[src/rtl/led_fill_sequencer.sv]
// rtl/led_fill_sequencer.sv - button-driven thermometer LED bar fill/drain sequencer
module led_fill_sequencer #(
  parameter int WIDTH       = 16,
  parameter int STEP_CYCLES = 4,
  parameter int DEBOUNCE    = 3
) (
  input  logic             clk,
  input  logic             rst,
  input  logic             button,
  input  logic             mode,
  output logic [WIDTH-1:0] led,
  output logic             busy,
  output logic             done,
  output logic             paused
);
  localparam int LW = $clog2(WIDTH + 1);
  localparam int TW = (STEP_CYCLES > 1) ? $clog2(STEP_CYCLES) : 1;
  localparam int CW = $clog2(DEBOUNCE + 1);

  localparam logic [TW-1:0] T_LAST = TW'(STEP_CYCLES - 1);
  localparam logic [LW-1:0] L_FULL = LW'(WIDTH);
  localparam logic [CW-1:0] C_MAX  = CW'(DEBOUNCE);
  localparam logic [CW-1:0] C_HIT  = CW'(DEBOUNCE - 1);

  typedef enum logic [2:0] {
    S_IDLE,
    S_FILL,
    S_DRAIN,
    S_PAUSED,
    S_DONE
  } state_t;

  logic          sync1, sync2, db, db_d;
  logic [CW-1:0] db_cnt;
  logic          press;

  always_ff @(posedge clk or negedge rst) begin
    if (!rst) begin
      sync1  <= 1'b0;
      sync2  <= 1'b0;
      db     <= 1'b0;
      db_d   <= 1'b0;
      db_cnt <= '0;
    end else begin
      sync1 <= button;
      sync2 <= sync1;
      db_d  <= db;
      if (!sync2) begin
        db_cnt <= '0;
        db     <= 1'b0;
      end else begin
        if (db_cnt != C_MAX) db_cnt <= db_cnt + CW'(1);
        // db rises on the same edge the count reaches DEBOUNCE
        if (db_cnt >= C_HIT) db <= 1'b1;
      end
    end
  end

  assign press = db & ~db_d;

  state_t        state, state_nx, ret, ret_nx;
  logic [LW-1:0] level, level_nx;
  logic [TW-1:0] timer, timer_nx;
  logic          step;

  assign step = (timer == T_LAST);

  always_ff @(posedge clk or negedge rst) begin
    if (!rst) begin
      state <= S_IDLE;
      ret   <= S_FILL;
      level <= '0;
      timer <= '0;
    end else begin
      state <= state_nx;
      ret   <= ret_nx;
      level <= level_nx;
      timer <= timer_nx;
    end
  end

  always_comb begin
    state_nx = state;
    ret_nx   = ret;
    level_nx = level;
    timer_nx = timer;
    case (state)
      S_IDLE: begin
        level_nx = '0;
        if (press) begin
          state_nx = S_FILL;
          timer_nx = '0;
        end
      end
      S_FILL: begin
        // press beats a coincident step; timer is left untouched so it resumes where it was
        if (press) begin
          state_nx = S_PAUSED;
          ret_nx   = S_FILL;
        end else if (step) begin
          timer_nx = '0;
          level_nx = level + LW'(1);
          if (level_nx == L_FULL) state_nx = mode ? S_DRAIN : S_DONE;
        end else begin
          timer_nx = timer + TW'(1);
        end
      end
      S_DRAIN: begin
        if (press) begin
          state_nx = S_PAUSED;
          ret_nx   = S_DRAIN;
        end else if (step) begin
          timer_nx = '0;
          level_nx = level - LW'(1);
          if (level_nx == '0) state_nx = mode ? S_FILL : S_IDLE;
        end else begin
          timer_nx = timer + TW'(1);
        end
      end
      S_PAUSED: begin
        if (press) state_nx = ret;
      end
      S_DONE: begin
        level_nx = L_FULL;
        if (press) begin
          state_nx = S_IDLE;
          level_nx = '0;
        end
      end
      default: begin
        state_nx = S_IDLE;
        level_nx = '0;
        timer_nx = '0;
      end
    endcase
  end

  // equivalent to the low WIDTH bits of (1<<level)-1, including level==WIDTH
  assign led    = ~({WIDTH{1'b1}} << level);
  assign busy   = (state == S_FILL) || (state == S_DRAIN) || (state == S_PAUSED);
  assign done   = (state == S_DONE);
  assign paused = (state == S_PAUSED);

endmodule

[config.mk]
export PLATFORM = sky130hd
export DESIGN_NAME = led_fill_sequencer
export DESIGN_NICKNAME = d
export VERILOG_FILES = /design/src/rtl/led_fill_sequencer.sv
export SDC_FILE = /design/constraint.sdc
export NUM_CORES = 1
export LEC_CHECK = 0
export CORE_UTILIZATION = 59
export CTS_BUF_LIST = sky130_fd_sc_hd__clkbuf_4
export DETAILED_ROUTE_END_ITERATION = 10
export PLACE_DENSITY = 0.91
export REMOVE_ABC_BUFFERS = 1
export SETUP_SLACK_MARGIN = 0.15
export SLEW_MARGIN = 10
export SYNTH_ARGS = -nofsm -noshare
export SYNTH_HDL_FRONTEND = slang
export SYNTH_SLANG_ARGS = --single-unit
[constraint.sdc]
create_clock -name clk -period 3.3 [get_ports clk]
set_clock_uncertainty 0.15 [all_clocks]
set_input_delay 0.99 -clock clk [delete_from_list [all_inputs] [get_ports clk]]
set_output_delay 0.99 -clock clk [all_outputs]
set_load 0.02 [all_outputs]
==> results.toml, run 1 <==
[detailed_routing]
ant_nets = 0
wl_met1_mm = 1.34
drc = 0
wl_per_cell_um = 16.2
drt_iter0_drc = 81
met2_length_mm = 1.69
dr.pass1.iters = 4
wl_met3_um = 358
via_per_inst = 6.50
top_layer_used = "met4"
vias = 1371
routed_wl_mm = 3.42

[floorplanning]
dieArea_mm2 = 0.00261
dieWidth_um = 51.0
start_util = 0.635
top_level_ports = 23
core_mm2 = 0.00223
die_h_um = 51.0
num_rows = 17

[cells_and_area]
multiInputGateArea_um2 = 868
area_growth_pct = 19.0
nets = 199
drive_gt1_frac = 0.131
stdcell_count = 211
antennaDiodeCount = 0
final_util = 0.756
seqCellArea_um2 = 458
fillers = 170

[cts]
clockRootBuffer = "clkbuf_4"
clk_pin_slew_worst_paths_ns = 0.11
tritoncts = "done"
htree_levels = 1
clk_latency_ns = 0.30
cts.sinks = 18
cts_made_buffers = 3
clockBufferDepth = 2

[sta]
max_freq_mhz = 312
slew_viol_final = 0
setup_viol = 0
fin_crit_sh = 0.970
maxSlewHeadroom = 0.474
final-hold-violation-count = 0
grt_setup_unrepaired = "true"
worst_pin_slew_ns = 0.786
final.min_clock_period_ns = 3.20
tns_ns = 0

[setup_path]
end_kind = "output pin"
critPathKind = "register to output pin"
worst_ep_required_time_ns = 2.16
cp-start-kind = "register"
path_max_fanout = 4
crit_arrival_ns = 2.06

[logic_synthesis]
yosysUniqueCellTypes = 48
ys_ff_latch = 18
synth.avg_cell_area_um2 = 8.70
synthArstFlopShare = 1.00
syn_inst = 163
synth.area.top_cells = "dfrtp_1 (30%), ha_1 (9.7%), nor2_1 (4.8%), o21ai_0 (3.9%), a21o_1 (3.2%)"
ys_warn_count = 0
ys_seq_area_frac = 0.318
synth_area_mm2 = 0.00142
synth_top_cell_by_area = "dfrtp_1"
synth_ff_type = "dfrtp_1"
synth-edff-count = 0
synth_top_area_frac = 0.300

[power]
p_per_area_mw_per_mm2 = 1020
leakagePower_nw = 0.846
total_power_mw = 1.73
ir_worst_vdd_mv = 0.580

[placement]
dp_cells = 205
gp_congestion = 0.968
portBuffers = 22
dp_hpwl_mm = 2.44

[global_route]
grt.total_usage = 0.282
grt_pass1_wl_mm = 5.51
grt_start_max_net_pins = 20
overflow = 0
grt_pass1_vias = 1219
antenna_found_initial = 0

[status]
outcome = "finished clean"

[flow_run]
cap_viol_max_count = 0

[hold_path]
hp-class = "register to register"
==> final timing paths <==
path / slack (ns) / from / to / depth (start not counted)
worst max-delay path: 0.1 / level[0] / led[4] / 6
min in group asynchronous: 0.98 / rst / state[1] / 1
worst max register to register: 1.08 / level[0] / state[1] / 8
worst min register to register: 0.23 / sync1 / sync2 / 0
worst min-delay path: 0.23 / sync1 / sync2 / 0
max in group asynchronous: 1.46 / rst / level[4] / 1
==> cells in the mapped netlist, drive strengths merged, types with 3 or more instances <==
cell type / instances
or3: 3
a22oi: 3
buf: 9
a21o: 6
nand2b: 4
inv: 12
nand2: 11
o21ai: 12
and2: 3
dfrtp: 17
a21oi: 8
or3b: 3
a31oi: 4
nor2: 18
nor3: 5
ha: 11
==> where the power goes <==
group,leakage (nW),internal [mW],switching (mW)
clock,0.0154,0.0441,0.0690
sequential,0.219,0.303,0.142
combinational,0.612,0.522,0.651
==> layout make-up <==
cell class | instances | area share
repair buffers | 27 | 0.152
inverters | 12 | 0.0267
well taps | 28 | 0.0207
multi-input cells | 122 | 0.514
clock inverters | 1 | 0.00222
clock buffers | 3 | 0.0133
flip-flops and latches | 18 | 0.271
==> layout by cell type, fill, tap and decap left out, types with 2 or more instances in the layout <==
cell type        instances
dfrtp_1                 12
buf_4                    5
or3b_1                   2
dlygate4sd2_1            5
nor3_1                   4
or3_1                    3
o2bb2ai_1                2
mux2i_1                  2
dlymetal6s2s_1           2
nand2b_1                 4
a221oi_1                 2
a31oi_1                  3
nor2_1                  18
a211o_1                  2
a21o_1                   6
ha_1                    10
clkdlybuf4s50_1         15
nand3_1                  2
xnor2_1                  2
a211oi_1                 2
inv_1                   12
and2_1                   3
clkbuf_4                 3
dfrtp_2                  5
o21ai_0                 11
nand2_1                 11
a21oi_1                  8
a22oi_1                  3
==> worst max-delay path, stage by stage (launching register included) <==
cell           delay (ns)
dfrtp_2              0.45
inv_1                0.14
ha_2                 0.24
inv_1                0.09
ha_1                 0.19
or3_1                0.34
dlygate4sd2_1        0.32
==> registers in the layout, indices dropped and copies added (netlist names) <==
| signal | count |
|---|---|
| level | 5 |
| sync1 | 1 |
| db_d | 1 |
| timer | 2 |
| db_cnt | 2 |
| ret | 2 |
| sync2 | 1 |
| state | 3 |
| db | 1 |
==> metal layers <==
| metal | vias up | GRT usage |
|---|---|---|
| met3 | 8 | 0.0506 |
| met4 | 0 | 0.0741 |
| met2 | 91 | 0.485 |
| met1 | 644 | 0.361 |
| li1 | 628 | - |
| met5 | - | 0 |
==> metrics by stage <==
stage	hold slack [ns]	setup slack (ns)	cell area [um^2]
after CTS	0.230	0.0837	1660
after global placement	0.195	0.286	1640
after floorplan	0.181	0.738	1360
after global routing	0.231	0.0291	1690
final	0.228	0.0982	1690
after detailed placement	0.196	0.148	1640
==> logic make-up (layout without fill, tap and decap cells) <==
group / Yosys count / after routing / synth area share
AO/OA/AOI/OAI: 53 / 53 / 0.279
AND/OR/NAND/NOR: 53 / 53 / 0.202
buffers and inverters: 23 / 43 / 0.0714
flip-flops: 18 / 18 / 0.318
adder cells (fa/ha/maj): 11 / 11 / 0.0970
XOR/XNOR: 3 / 3 / 0.0185
multiplexers: 2 / 2 / 0.0141
==> what timing repair did <==
item | in CTS | in global routing
gates resized for setup | 7 | 6
setup buffers | 0 | 2
hold endpoints to repair | 0 | 0
setup endpoints to repair | 7 | 9
hold buffers | 0 | 0
Power figures use the tool's default switching activity.
==> inputs of run 2 (changes only) <==
--- a/config.mk
+++ b/config.mk
@@ -5,13 +5,15 @@
 export SDC_FILE = /design/constraint.sdc
 export NUM_CORES = 1
 export LEC_CHECK = 0
-export CORE_UTILIZATION = 59
+export CORE_UTILIZATION = 50
 export CTS_BUF_LIST = sky130_fd_sc_hd__clkbuf_4
 export DETAILED_ROUTE_END_ITERATION = 10
-export PLACE_DENSITY = 0.91
+export GPL_ROUTABILITY_DRIVEN = 0
+export PLACE_DENSITY = 0.79
 export REMOVE_ABC_BUFFERS = 1
 export SETUP_SLACK_MARGIN = 0.15
 export SLEW_MARGIN = 10
 export SYNTH_ARGS = -nofsm -noshare
 export SYNTH_HDL_FRONTEND = slang
 export SYNTH_SLANG_ARGS = --single-unit
+export TNS_END_PERCENT = 5
==> results.toml, run 2 (same netlist as run 1, synthesis figures left out) <==
[setup_path]
reg2reg_slack_ns = 1.02
end_kind = "output pin"
path_max_fanout = 21
worst_ep_required_time_ns = 2.16
crit_chain = "nor2_1, nand2_1, clkdlybuf4s50_1"
cp-start-kind = "register"
critPathKind = "register to output pin"
crit_arrival_ns = 2.05
critical_path.max_stage_delay_ns = 0.79
slowest_stage = "dfrtp_1"
ff2ff_path_depth = 5

[cts]
tritoncts = "done"
cts.sinks = 18
cts_made_buffers = 3
htree_levels = 1
postCtsSetupBuffers = 0
ctsHoldBuffers = 0
clk_pin_slew_worst_paths_ns = 0.09
clockRootBuffer = "clkbuf_4"
clk_latency_ns = 0.30
clockBufferDepth = 2

[sta]
max_freq_mhz = 314
tns_ns = 0
worst_pin_slew_ns = 0.764
fin_crit_sh = 0.966
final.min_clock_period_ns = 3.19
setup_viol = 0
final-hold-violation-count = 0
maxSlewHeadroom = 0.489
grt_setup_unrepaired = "true"
slew_viol_final = 0

[floorplanning]
die_h_um = 55.3
dieWidth_um = 55.3
start_util = 0.553
dieArea_mm2 = 0.00305
top_level_ports = 23
core_mm2 = 0.00257
num_rows = 18

[detailed_routing]
ant_nets = 0
drc = 0
routed_wl_mm = 3.08
dr.pass1.iters = 4
vias = 1279
via_per_inst = 6.06
wl_per_cell_um = 14.6
drt_iter0_drc = 45

[cells_and_area]
final_cell_mix = "clkdlybuf4s50_1 (20), nor2_1 (18), dfrtp_1 (16)"
largest-register = "level"
stdcell_count = 211
antennaDiodeCount = 0
multiInputGateArea_um2 = 866
area_growth_pct = 17.8
top_regs = "level: 5 flops, state: 3 flops"
fillers = 217
final_common_cell = "clkdlybuf4s50_1"
nets = 197
largest_reg_flops = 5
seqCellArea_um2 = 453
drive_gt1_frac = 0.0939
final_util = 0.651

[global_route]
grt_pass1_vias = 1209
grt_pass1_wl_mm = 5.33
antenna_found_initial = 0
grt.total_usage = 0.219
grt_start_max_net_pins = 22
overflow = 0

[power]
ir_worst_vdd_mv = 0.641
leakagePower_nw = 0.808
p_per_area_mw_per_mm2 = 1020

[flow_run]
cap_viol_max_count = 0

[status]
outcome = "finished clean"

[placement]
portBuffers = 22
dp_hpwl_mm = 2.37
dp_cells = 207

[hold_path]
whs_path_depth = 0
hp-class = "register to register"
[run 2: cell count changes in the layout (fill, tap and decap cells not counted), sizes merged]
cell	change
clkdlybuf4s50	+5
buf	-2
dlygate4sd2	-4
dlymetal6s2s	-1
[run 2: metal layers]
layer  track usage  part of all wire
met1         0.267              0.44
met2         0.386              0.51
met3        0.0445             0.049
met4        0.0679            0.0058
met5             0                 0
[run 2: timing repair]
item / 4_1_cts / 5_1_grt
cloned: 0 / 0
gates resized for setup: 1 / 2
setup endpoints to repair: 9 / 15
[run 2: final cells by class]
class                           count  area share
Clock inverter                      1     0.00225
Sequential cell                    18       0.271
Multi-Input combinational cell    122       0.518
Timing Repair Buffer               25       0.146
Inverter                           12      0.0269
Tap cell                           30      0.0225
Clock buffer                        3      0.0135
[run 2: worst paths after layout]
check / to / startpoint
max: led[5] / level[3]
min: sync2 / sync1
max reg2reg: state[0] / level[3]
min reg2reg: sync2 / sync1
max in group asynchronous: level[2] / rst
min in group asynchronous: state[0] / rst
[run 2: critical path: cells and delay by family (launching register included)]
family                 cells  cell delay [ns]
AND/OR/NAND/NOR            2             0.36
flip-flops                 1             0.79
buffers and inverters      1             0.61
[run 2: report_power, final]
group,leakage [nW],switching (mW),internal (mW)
clock network,0.0154,0.0687,0.0440
logic,0.569,0.626,0.529
registers,0.224,0.137,0.298
total,0.808,0.831,0.871
[run 2: per-stage QoR]
| step | worst slack [ns] | total power, mW | cell area (um^2) | hold WS, ns |
|---|---|---|---|---|
| 5_1_grt | 0.0193 | 1.84 | 1670 | 0.222 |
| 6_report | 0.113 | 1.70 | 1670 | 0.215 |
| 4_1_cts | 0.0241 | 1.71 | 1670 | 0.220 |
| 2_1_floorplan | 0.738 | 1.17 | 1360 | 0.181 |
| 3_3_place_gp | 0.377 | 1.55 | 1640 | 0.194 |
| 3_5_place_dp | 0.285 | 1.60 | 1640 | 0.186 |
==> inputs of run 3 (changes only) <==
--- a/config.mk
+++ b/config.mk
@@ -9,6 +9,7 @@
 export CTS_BUF_LIST = sky130_fd_sc_hd__clkbuf_4
 export DETAILED_ROUTE_END_ITERATION = 10
 export GPL_ROUTABILITY_DRIVEN = 0
+export GPL_TIMING_DRIVEN = 0
 export PLACE_DENSITY = 0.79
 export REMOVE_ABC_BUFFERS = 1
 export SETUP_SLACK_MARGIN = 0.15
==> results.toml, run 3 (same netlist as run 1, synthesis figures left out) <==
[sta]
worst_pin_slew_ns = 0.800
setup_slack_ns = 0.107
max_freq_mhz = 313
tns_ns = 0
maxSlewHeadroom = 0.465
grt_setup_unrepaired = "true"
final.min_clock_period_ns = 3.19
final-hold-violation-count = 0
fin_crit_sh = 0.968
setup_viol = 0
slew_viol_final = 0

[detailed_routing]
dr.pass1.iters = 4
via_per_inst = 6.08
vias = 1270
wl_met1_mm = 1.48
drc = 0
wl_met3_um = 114
drt_iter0_drc = 19
top_layer_used = "met4"
routed_wl_mm = 3.12
wl_per_cell_um = 14.9
ant_nets = 0
met2_length_mm = 1.48

[cells_and_area]
top_regs = "level: 5 flops, state: 3 flops"
antennaDiodeCount = 0
area_growth_pct = 17.2
fillers = 241
largest-register = "level"
final_common_cell = "clkdlybuf4s50_1"
nets = 195
final_cell_mix = "clkdlybuf4s50_1 (19), nor2_1 (18), inv_1 (12), dfrtp_1 (12)"
largest_reg_flops = 5
drive_gt1_frac = 0.112

[floorplanning]
dieArea_mm2 = 0.00305
die_h_um = 55.3
start_util = 0.553
num_rows = 18
core_mm2 = 0.00257
top_level_ports = 23
dieWidth_um = 55.3

[global_route]
antenna_found_initial = 0
grt_pass1_wl_mm = 4.93
grt_pass1_vias = 1101
overflow = 0
grt.total_usage = 0.198
grt_start_max_net_pins = 22

[power]
ir_worst_vdd_mv = 0.599
leakagePower_nw = 0.795
total_power_mw = 1.69
p_per_area_mw_per_mm2 = 1020

[placement]
portBuffers = 22
dp_hpwl_mm = 2.26
pre_cts_ws_ns = 0.150

[setup_path]
critPathKind = "register to output pin"
crit_arrival_ns = 2.05
cp-start-kind = "register"
ff2ff_path_depth = 8
worst_ep_required_time_ns = 2.16
end_kind = "output pin"
path_max_fanout = 8

[hold_path]
hp-class = "register to register"
whs_path_depth = 0

[cts]
clk_pin_slew_worst_paths_ns = 0.10
cts_made_buffers = 3
clk_latency_ns = 0.30
cts.sinks = 18
clockBufferDepth = 2
htree_levels = 1
clockRootBuffer = "clkbuf_4"
tritoncts = "done"

[status]
outcome = "finished clean"

[flow_run]
cap_viol_max_count = 0
==> run 3: cell count changes in the layout (fill, tap and decap cells not counted), sizes merged <==
cell | previous run | this run
dlygate4sd2 | 1 | 2
buf | 3 | 1
clkdlybuf4s50 | 20 | 19
==> run 3: timing repair <==
| item | in CTS | in global routing |
|---|---|---|
| setup endpoints to repair | 11 | 14 |
| hold buffers | 0 | 0 |
| gates resized for setup | 6 | 3 |
| setup buffers | 0 | 1 |
==> run 3: critical path, cell delays in order, from the launching register on <==
cell and delay [ns]:
dfrtp_2 0.48, inv_1 0.13, ha_2 0.22, inv_1 0.07
ha_1 0.19, or3_1 0.34, dlygate4sd2_1 0.33
==> run 3: path summary, 6_finish.rpt <==
path                       slack, ns      from  endpoint
setup / recovery                0.11  level[0]    led[4]
hold / removal                  0.22     sync1     sync2
setup reg to reg                1.13  level[0]  state[1]
hold reg to reg                 0.22     sync1     sync2
max in group asynchronous       1.45       rst  level[0]
min in group asynchronous       1.00       rst  timer[0]
==> run 3: layout make-up <==
class | instances | area (um^2) | area share
multi-input combinational | 122 | 868 | 0.522
tap | 30 | 37.5 | 0.0226
clock inverter | 1 | 3.75 | 0.00226
sequential | 18 | 458 | 0.275
clock buffer | 3 | 22.5 | 0.0135
inverter | 12 | 45.0 | 0.0271
timing repair buffer | 23 | 228 | 0.137
==> run 3: metrics by stage <==
stage / cells / utilization / hold WS, ns / instance area (um^2)
after floorplan: 152 / - / 0.181 / 1360
after global placement: 204 / 0.631 / 0.196 / 1620
after detailed placement: 204 / 0.631 / 0.186 / 1620
after CTS: 208 / 0.642 / 0.221 / 1650
after global routing: 209 / 0.648 / 0.226 / 1660
final: 209 / 0.648 / 0.218 / 1660
==> run 3: power by group <==
group	internal (mW)	switching, mW	leakage, nW
Sequential	0.300	0.156	0.218
Clock	0.0441	0.0685	0.0154
Combinational	0.518	0.604	0.562
==> run 3: per-layer routing <==
metal	vias to the layer above	track usage
li1	615	-
met5	-	0
met4	0	0.0786
met3	6	0.0211
met2	42	0.325
met1	607	0.267
==> RTL change (flow settings as in run 2) <==
Encoding of `state_t`: now Gray code (3 bits for 5 states).
--- a/src/rtl/led_fill_sequencer.sv
+++ b/src/rtl/led_fill_sequencer.sv
@@ -24,9 +24,9 @@
 
   typedef enum logic [2:0] {
-    S_IDLE,
-    S_FILL,
-    S_DRAIN,
-    S_PAUSED,
-    S_DONE
+    S_IDLE   = 3'b000,
+    S_FILL   = 3'b001,
+    S_DRAIN  = 3'b011,
+    S_PAUSED = 3'b010,
+    S_DONE   = 3'b110
   } state_t;
 
Check against the original RTL: no difference found for any inputs over 10 cycles, from zero or initial values and one cycle with rst low; not proved beyond that.
==> RTL change against run 2 <==
Sequential cell count down 1. Critical path type unchanged. Setup slack better by 0.043 ns. Total power up 2.7%. Global-route usage down 0.75 points. Wire length down 1.9%. Highest routed layer unchanged. Area after synthesis down 2.2%. Fmax up 1.4%. Critical path depth unchanged. Design area down 2.0%.
==> RTL change: results (changes against run 2) <==
----------------------------------------------------
[Worst setup path]
  Worst-case register-to-register setup slack ... 1.33 ns (was 1.02 ns)
  Number of cells on the worst reg-to-reg path ... 7 (was 5)
  Crit-path max FO ... 13 (was 21)
  Delay of the slowest critical-path stage ... 0.59 ns (was 0.79 ns)
  Arrival time at the worst endpoint ... 2.00 ns (was 2.05 ns)
  Cell type of the slowest stage on the worst timing path ... clkdlybuf4s50_1 (was dfrtp_1)
  Worst R2R End ... state[1] (was state[0])
  Launching element of the worst setup path ... level[4] (was level[3])
  Reg2reg start ... level[0] (was level[3])
  CP top delay family ... buffers and inverters (was flip-flops)

[Drt]
  Number of vias in the routed layout ... 1192 (was 1279)
  Post-DR wirelength/cell ... 15.0 um (was 14.6 um)
  Starting DRT DRC Count ... 20 (was 45)

[Yosys]
  Average instance area after synthesis ... 9.13 um^2 (was 8.70 um^2)
  Commonest cells post-synth ... dfrtp_1 (17), nand2_1 (17), ha_1 (11), inv_1 (11) (was nor2_1 (18), dfrtp_1 (17), inv_1 (12))
  Area contributors post-synth ... dfrtp_1 (31%), ha_1 (9.9%), nand2_1 (4.6%) (was dfrtp_1 (30%), ha_1 (9.7%), nor2_1 (4.8%))
  Number of different library cells in the post-synthesis netlist ... 47 (was 48)
  Proportion of synthesized chip area in sequential cells ... 0.307 (was 0.318)

[Finish]
  Fill count ... 203 (was 217)
  Fraction of final layout cells with drive strength greater than 1 ... 0.129 (was 0.0939)
  Final-stage net count ... 187 (was 197)
  Fin cells ... 201 (was 211)

[Pwr]
  Worst VDD drop ... 868 uV (was 641 uV)
  Leakage ... 0.838 nW (was 0.808 nW)

[Global routing]
  Wire length of the first global-routing pass ... 4.46 mm (was 5.33 mm)
  Via count of the first global-routing pass ... 964 (was 1209)
  Global-route usage over all layers ... 0.211 (was 0.219)
  Maximum number of pins on one net before global-route repair ... 18 (was 22)

[Floorplanning]
  Initial Util ... 0.545 (was 0.553)

[STA]
  Pin slew with the least headroom to its limit ... 0.744 ns (was 0.764 ns)

[Placed design]
  Final HPWL from detailed placement ... 2.20 mm (was 2.37 mm)
  Placed Cells incl. Taps ... 197 (was 207)

[Outcome]
  Outcome ... finished clean (unchanged)

[CTS]
  Cts bufs inserted ... 3 (unchanged)

----------------------------------------------------
[RTL change: layout make-up]
cell class	instances	share of cell area
multi-input combinational	113	0.516
clock inverter	1	0.00306
tap	30	0.0229
sequential	17	0.263
clock buffer	3	0.0138
timing repair buffer	25	0.154
inverter	12	0.0275
[RTL change: logic make-up after synthesis]
family	after synthesis	share of synthesized area
and+or+nand+nor	59	0.238
AOI/OAI and AO/OA	32	0.179
buffers and inverters	22	0.0956
DFF	17	0.307
adders and majority gates	11	0.0992
muxes	6	0.0442
xor gates and xnor gates	5	0.0370
[RTL change: repair_timing]
action / in CTS / in global routing
hold buffers: 0 / 0
setup endpoints to repair: 9 / 12
resized for setup: 4 / 10
[RTL change: worst max path at each step]
stage / end / slack (ns) / cells past startpoint
final: led[1] / 0.16 / 3
after global routing: led[4] / 0.1 / 6
after global placement: led[4] / 0.25 / 6
after CTS: led[10] / 0.02 / 6
after detailed placement: led[4] / 0.20 / 6
after floorplan: led[4] / 0.66 / 5
[RTL change: layer usage]
layer / track usage / wire length (um)
met4: 0.0427 / 71
met2: 0.321 / 1430
met3: 0.0500 / 117
met1: 0.301 / 1410
met5: 0 / 0
[RTL change: power by group]
group          internal, mW  total [mW]  switching, mW  leakage, nW
logic                 0.564        1.23          0.670        0.612
clock network        0.0453       0.114         0.0689       0.0177
registers             0.281       0.400          0.119        0.208
total                 0.890        1.75          0.858        0.838
[RTL change: per-stage QoR]
step | utilization | total power [mW] | worst slack, ns | cell area, um^2 | hold slack (ns)
2_1_floorplan | - | 1.14 | 0.661 | 1300 | 0.181
6_report | 0.644 | 1.75 | 0.156 | 1640 | 0.204
3_3_place_gp | 0.621 | 1.59 | 0.249 | 1580 | 0.184
3_5_place_dp | 0.621 | 1.62 | 0.197 | 1580 | 0.186
5_1_grt | 0.644 | 1.86 | 0.0971 | 1640 | 0.219
4_1_cts | 0.632 | 1.73 | 0.0158 | 1610 | 0.209
